`src/rtl/multiplexer.sv`:
```
`default_nettype none
// +--------------------------------------------------------------------+
// | multiplexer: registered 4-to-1 word mux with enable and valid flag  |
// | Rev 1.0                                                             |
// +--------------------------------------------------------------------+

module multiplexer #(
  parameter int WIDTH = 4
) (
  input  logic             clk,
  input  logic             rst,
  input  logic [WIDTH-1:0] A,
  input  logic [WIDTH-1:0] B,
  input  logic [WIDTH-1:0] C,
  input  logic [WIDTH-1:0] D,
  input  logic             en,
  input  logic [1:0]       s,
  output logic [WIDTH-1:0] Y,
  output logic             y_valid
);

  logic [WIDTH-1:0] y_d;
  logic [WIDTH-1:0] y_q;
  logic             y_valid_d;
  logic             y_valid_q;

  // Disabled or unknown select steers zero into the register.
  always_comb begin
    y_d       = '0;
    y_valid_d = en;
    if (en) begin
      case (s)
        2'b00:   y_d = A;
        2'b01:   y_d = B;
        2'b10:   y_d = C;
        2'b11:   y_d = D;
        default: y_d = '0;
      endcase
    end
  end

  always_ff @(posedge clk) begin
    if (rst) begin
      y_q       <= '0;
      y_valid_q <= 1'b0;
    end else begin
      y_q       <= y_d;
      y_valid_q <= y_valid_d;
    end
  end

  assign Y       = y_q;
  assign y_valid = y_valid_q;

endmodule

`default_nettype wire

```
`config.mk`:
```
export PLATFORM = sky130hd
export DESIGN_NAME = multiplexer
export DESIGN_NICKNAME = d
export VERILOG_FILES = /design/src/rtl/multiplexer.sv
export SDC_FILE = /design/constraint.sdc
export NUM_CORES = 1
export LEC_CHECK = 0
export BUFFER_PORTS_ARGS = -buffer_cell sky130_fd_sc_hd__buf_4
export CAP_MARGIN = 20
export CORE_AREA = 2 2 39 41
export CTS_BUF_LIST = sky130_fd_sc_hd__clkbuf_8
export CTS_CLUSTER_DIAMETER = 120
export CTS_CLUSTER_SIZE = 16
export DETAILED_ROUTE_END_ITERATION = 8
export DIE_AREA = 0 0 41 43
export GPL_TIMING_DRIVEN = 0
export SLEW_MARGIN = 0
export SYNTH_ARGS = -nofsm -noshare
export SYNTH_HDL_FRONTEND = slang
export SYNTH_SLANG_ARGS = --single-unit
```
`constraint.sdc`:
```
create_clock -name clk -period 1 [get_ports clk]
set_clock_uncertainty 0.1 [all_clocks]
set_input_delay 0.2 -clock clk [delete_from_list [all_inputs] [get_ports clk]]
set_output_delay 0.2 -clock clk [all_outputs]
set_load 0.01 [all_outputs]
```
## Word-level counts from Yosys, hierarchy flattened

Cells that the tools add are included.

- Eq/ne operators: 3
- Multiplexer cells: 1
- Bitwise gates (word level): 1
- Reduce and logical (&&, ||, !) cells: 2

Operator list:

| operator | number |
|---|---|
| $pmux 4 s4 | 1 |
| $eq 2x2->1 const B | 2 |
| $eq 2x1->1 const B | 1 |
| $logic_not 2->1 | 1 |
| $reduce_or 2->1 | 1 |
| $not 1->1 | 1 |

- Register bits: 5
- Bits of input ports: 21
- Output and inout port bits: 5
- Logic and storage cells: 9

## Longest topological paths before layout

Gate-level depths: netlist of the first run.

- Depth after elaboration: 2
- Depth in mapped cells: 3
- Gate-level depth less buffers: 2

## Worst setup path after synthesis of the first run

OpenSTA, ideal clock, no wires.

- Kind: input port to flip-flop
- Start: input s[1]
- End: register y_q[0], in the netlist Y[0]
- Setup time: 125 ps
- Data arrival time: 681 ps
- Data required time: 775 ps
- Path slack: 95 ps
- Cell stages on the path: 3
- Path buffers: 1
- Cells stage by stage: buf_2 -> mux2i_1 -> o22ai_1

- Longest elaborated chain between the ends: 2
- Elaborated cells on any way between the ends: 5
- Those cells by class: 3 x eq/ne; 1 x mux; 1 x reduce/logical

RTL lines:

| what | line | text |
|---|---|---|
| start, declared | 17 | `input logic [1:0] s,` |
| $eq 2x2->1, or another cell as far along | 32 | `case (s)` |
| $pmux 4 s4 * | 32 |  |
| end signal, assigned | 47 | `y_q <= y_d;` |
| end, declared | 23 | `logic [WIDTH-1:0] y_q;` |

Every way passes the cells marked *; elsewhere a longest branch is shown, timed or not.
A chain may end at the register's enable or synchronous reset.

## Final worst setup path of the first run

- Start: register y_q[3], in the netlist Y[3]
- End: output Y[3]

RTL lines:

| what | line | text |
|---|---|---|
| end, declared | 18 | `output logic [WIDTH-1:0] Y,` |

No word-level cell between the ends.

==> results of run 1 <==
[final cells by class]
cell class | count | area (sq um)
fillers | 160 | 903.4
repair buffers | 24 | 180.2
multi-input cells | 15 | 130.1
flip-flops and latches | 5 | 100.1
clock buffers | 3 | 41.29
well taps | 16 | 20.02
plain buffers | 1 | 5.005
clock inverters | 1 | 3.754
[registers in the layout (all words and copies together), names as in the netlist]
register and count:
y_valid 1, Y 4
[layout by cell type (no fill, tap or decap), drive strengths merged]
master   n
mux2i    8
inv      1
nand3b   1
o22ai    4
buf     25
dfxtp    5
clkbuf   3
nor2b    1
or3b     1
[metal layers]
| metal | vias up | track usage (%) | routed length (um) |
|---|---|---|---|
| li1 | 135 | - | - |
| met2 | 16 | 11.25 | 294 |
| met1 | 108 | 8.710 | 227 |
| met4 | 0 | 12.00 | 0 |
| met5 | - | 0 | 0 |
| met3 | 0 | 0 | 65 |
[metrics by stage]
step,TNS (ns),utilization [%]
3_5_place_dp,-0.1792,31.46
6_report,0,34.72
5_1_grt,0,34.72
4_1_cts,0,34.72
3_3_place_gp,-0.1696,31.46
2_1_floorplan,0,-
[worst max-delay path by stage]
stage,startpoint,end,slack [ns],cells past startpoint
2_1_floorplan,s[1],Y[0],0.09,3
3_3_place_gp,s[0],Y[0],-0.06,3
3_5_place_dp,s[0],Y[0],-0.05,3
4_1_cts,Y[3],Y[3],0.06,1
5_1_grt,y_valid,y_valid,0.04,1
6_report,Y[3],Y[3],0.06,1
[power groups by stage]
stage	registers [uW]	logic (uW)	clock network [uW]
2_1_floorplan	224	40.7	0
3_3_place_gp	217	125	0
3_5_place_dp	218	127	0
4_1_cts	215	127	363
5_1_grt	216	137	376
6_report	215	125	353
[cell families (layout without fill, tap and decap cells)]
group                  count (synthesis)  count (layout)  synth area share (%)
flip-flops                             5               5                 42.55
AO/OA/AOI/OAI                          4               4                 10.64
buffers and inverters                  1              29                 2.126
AND/OR/NAND/NOR                        3               3                 10.64
multiplexers                           8               8                 34.04
==> impl_metrics.csv, run 1 <==
group,metric,value,unit
sta,hold_viol_final,0,
floorplan,placementRows,14,
synthesis,synth_cell_types,7,
detailed_routing,drtIter0Drc,0,
synthesis,synth.area.top_cells,"dfxtp_1 43%, mux2i_1 34%, o22ai_1 11%, or3b_4 4.8%, nand3b_1 3.2%",
synthesis,synth_top_area_share,42.55,%
power_and_ir_drop,leakage,0.0002494,uW
placement,postPlaceCellArea,435.4,sq um
setup_path,critPathArrivalTime,0.64,ns
grt,groute.usage.overall,8.141,%
floorplan,die_h,43,um
synthesis,syn_avg_cell_area,11.20,sq um
clock_network,cts_resized,0,
grt,grt_antenna_before_repair,0,
hold_path,hold_end,"y_valid",
floorplan,pin_count,26,
clock_network,hold_buffers,0,
sta,maxSlewViolCount,0,
grt,grt_pass1_wl,883,um
setup_path,crit_type,"flop to primary output",
setup_path,worstPathBufferInverterCount,1,
power_and_ir_drop,swShare,19.33,%
setup_path,slowest_delay,0.29,ns
detailed_routing,drc,0,
sta,rsz0062_at_grt,"false",
synthesis,synth.largest_area_cell,"dfxtp_1",
synthesis,synth-main-ff-cell,"dfxtp_1",
final_layout,final_cells,65,
clock_network,root_buffer,"clkbuf_8",
run,cap_violations,0,
floorplan,dieWidth,41,um
detailed_routing,vias,259,
clock_network,cts_buffers,3,
setup_path,critPathMaxFanout,1,
power_and_ir_drop,pwr-share-clk,51.0,%
synthesis,synthesis.area,235.2,sq um
floorplan,die-area,0.001763,sq mm
clock_network,clkSlewWorstSetupHoldPaths,0.04,ns
setup_path,critPathCaptureType,"primary output",
synthesis,ys_ff_latch,5,
final_layout,num-nets-final,71,
grt,gr-total-overflow,0,
hold_path,min-delay-start,"rst",
synthesis,synth_common_cells,"8 x mux2i_1, 5 x dfxtp_1, 4 x o22ai_1",
grt,grt_max_degree,9,
clock_network,cts_sinks,5,
power_and_ir_drop,ir_worst_vdd,0.3332,mV
final_layout,diodes,0,
sta,setup_slack,0.06312,ns
synthesis,ys_warn_count,0,
sta,tightestPinTransition,0.2141,ns
run_status,status,"complete, no violations",
sta,maxSlewHeadroom,85.72,%
power_and_ir_drop,seqPwrFrac,31.0,%
setup_path,critPathLaunchType,"flop",
power_and_ir_drop,p_per_area,1442,mW/mm^2
clock_network,cts_tree,"done",
floorplan,core_area,0.001384,sq mm
setup_path,crit_family,"flip-flops",
sta,max_freq,1.067,GHz
sta,fin_crit,0.9369,ns
clock_network,clockBufferDepth,2,
final_layout,area_growth,104.3,%
placement,dp_cells,61,
hold_path,min_path_cells,2,
floorplan,start_util,17.00,%
power_and_ir_drop,pwr-share-comb,18.0,%
detailed_routing,antenna_left,0,
setup_path,cp_slowest_cell,"dfxtp_1",
sta,hold_slack,0.05252,ns
power_and_ir_drop,p_int,558.8,uW
placement,place_congestion,0.5887,
detailed_routing,vias_per_cell,3.985,
synthesis,ys_async_sr_fraction,0,%
sta,period_share,93.69,%
detailed_routing,dr.pass1.iters,1,
placement,io_buffer_count,24,
sta,setup_viol,0,
synthesis,syn_nets,42,
clock_network,htreeDepth,1,
synthesis,synth_edf_count,0,
final_layout,final_area,480.5,sq um
synthesis,yosysMostFrequentCell,"mux2i_1",
synthesis,synth_seq_area_share,42.55,%
final_layout,layout-drive-gt1-share,59.18,%
setup_path,critPathRequiredTime,0.70,ns
power_and_ir_drop,net-switching-power,133.9,uW
grt,first_global_vias,260,
hold_path,hp-class,"primary input to flop",
detailed_routing,totalWireLength,586,um
setup_path,path_cells,"buf_4",
clock_network,post_cts_buffers,0,
placement,place_ws,-0.05467,ns
detailed_routing,wl_per_cell,9.015,um
power_and_ir_drop,finalPower,692.8,uW
synthesis,syn_inst,21,
Note: power is estimated with default switching activity, not from simulation.
==> run 2: changes to the inputs <==
ABC_CLOCK_PERIOD_IN_PS = 900   (was not set)
GPL_ROUTABILITY_DRIVEN = 0   (was not set)
clock period = 0.9 ns   (was 1 ns; I/O delays follow)
==> run 2 against run 1 <==
Effect of this change:
- the flow now finishes with violations (negative setup slack)
- non-clock buffer count stayed put
- global-route usage rose by 0.10 points
- total power rose by 13%
- die area unchanged
- worst hold slack lost 0.027 ns
- critical path depth stayed put
- core utilization up 1.7 points
- combinational power up 17%
==> impl_metrics.csv, run 2 (synthesis results as in run 1) <==
group,metric,value,unit
detailed_routing,drtIter0Drc,0,
floorplan,die_h,43,um
clock_network,clockBufferDepth,2,
run,cap_violations,0,
sta,rsz0062_at_grt,"true",
setup_path,worstPathBufferInverterCount,1,
detailed_routing,vias_per_cell,3.985,
detailed_routing,drc,0,
hold_path,hp-class,"primary input to flop",
setup_path,cp_slowest_cell,"dfxtp_2",
final_layout,layout-drive-gt1-share,67.35,%
setup_path,critPathMaxFanout,1,
sta,maxSlewHeadroom,85.72,%
sta,hold_viol_final,0,
run_status,violations,"negative setup slack",
setup_path,crit_type,"flop to primary output",
clock_network,cts_tree,"done",
clock_network,cts_buffers,3,
grt,grt_pass1_wl,897,um
detailed_routing,vias,259,
clock_network,post_cts_buffers,0,
detailed_routing,totalWireLength,584,um
setup_path,critPathRequiredTime,0.62,ns
final_layout,num-nets-final,71,
grt,grt_antenna_before_repair,0,
power_and_ir_drop,ir_worst_vdd,0.3471,mV
setup_path,crit_cells,1,
floorplan,pin_count,26,
sta,setup_slack,-0.01046,ns
setup_path,path_cells,"buf_6",
setup_path,slowest_delay,0.31,ns
final_layout,layout_common_cells,"19 x buf_4, 8 x mux2i_1, 5 x buf_6",
floorplan,core_area,0.001384,sq mm
detailed_routing,dr.pass1.iters,1,
final_layout,diodes,0,
final_layout,area_growth,114.4,%
setup_path,critPathArrivalTime,0.63,ns
floorplan,start_util,17.00,%
sta,tightestPinTransition,0.2141,ns
placement,place_ws,-0.1347,ns
detailed_routing,wl_per_cell,8.985,um
sta,fin_crit,0.9105,ns
final_layout,fillers,154,
placement,io_buffer_count,24,
floorplan,dieWidth,41,um
sta,setup_viol,5,
floorplan,placementRows,14,
sta,max_freq,1.098,GHz
grt,gr-total-overflow,0,
grt,grt_max_degree,9,
grt,first_global_vias,260,
floorplan,die-area,0.001763,sq mm
sta,maxSlewViolCount,0,
clock_network,clkSlewWorstSetupHoldPaths,0.04,ns
setup_path,crit_family,"flip-flops",
clock_network,htreeDepth,1,
clock_network,cts_sinks,5,
final_layout,largest_reg_flops,4,
sta,period_share,101.2,%
run_status,status,"finished, violations left",
setup_path,critPathLaunchType,"flop",
setup_path,critPathCaptureType,"primary output",
sta,hold_slack,0.02532,ns
grt,groute.usage.overall,8.241,%
detailed_routing,antenna_left,0,
final_layout,layout_commonest_cell,"buf_4",
clock_network,root_buffer,"clkbuf_8",
hold_path,min_path_cells,2,
power_and_ir_drop,leakage,0.0002552,uW
power_and_ir_drop,p_per_area,1549,mW/mm^2
[run 2: cell count changes in the layout (fill, tap and decap cells not counted)]
cell     delta
dfxtp_1     -4
buf_4       -5
dfxtp_2     +4
buf_6       +5
[run 2: cell type report]
| type | count | area (sq um) | share of cell area [%] |
|---|---|---|---|
| Buffer | 1 | 5.005 | 0.9926 |
| Timing Repair Buffer | 24 | 198.9 | 39.45 |
| Clock buffer | 3 | 41.29 | 8.189 |
| Sequential cell | 5 | 105.1 | 20.84 |
| Multi-Input combinational cell | 15 | 130.1 | 25.81 |
| Tap cell | 16 | 20.02 | 3.970 |
| Clock inverter | 1 | 3.754 | 0.7444 |
[run 2: final timing paths]
path / from / endpoint / slack, ns
worst max-delay path: Y[1] / Y[1] / -0.01
worst min-delay path: rst / y_valid / 0.03
[run 2: metrics by stage]
stage / setup TNS, ns / cell area, sq um / util, % / cells / total power (uW)
floorplan: 0 / 235.2 / - / 21 / 293.7
global placement: -0.4896 / 435.4 / 31.46 / 61 / 380.4
detailed placement: -0.4992 / 435.4 / 31.46 / 61 / 382.5
CTS: -0.07191 / 501.7 / 36.26 / 65 / 792.9
global route: -0.1278 / 504.2 / 36.44 / 65 / 821.3
finish: -0.03931 / 504.2 / 36.44 / 65 / 780.8
[run 2: layer usage]
layer  vias to the layer above  wire length [um]  global-route usage [%]
met1                       108               228                   9.032
met4                         0                 0                   12.00
met2                        16               295                   11.25
li1                        135                 -                       -
met5                         -                 0                       0
met3                         0                59                       0
[run 2: what timing repair did]
item | in CTS | in global routing
pin swaps | 0 | 0
hold buffers | 0 | 0
resized for setup | 7 | 2
endpoints found under the setup margin | 5 | 5
cloned | 0 | 0
[run 2: where the power goes]
part	leakage [uW]	internal [uW]	switching, uW	total (uW)
Combinational	0.000186	101	44.8	146
Clock	0.0000269	292	101	392
Sequential	0.0000426	238	5.12	243
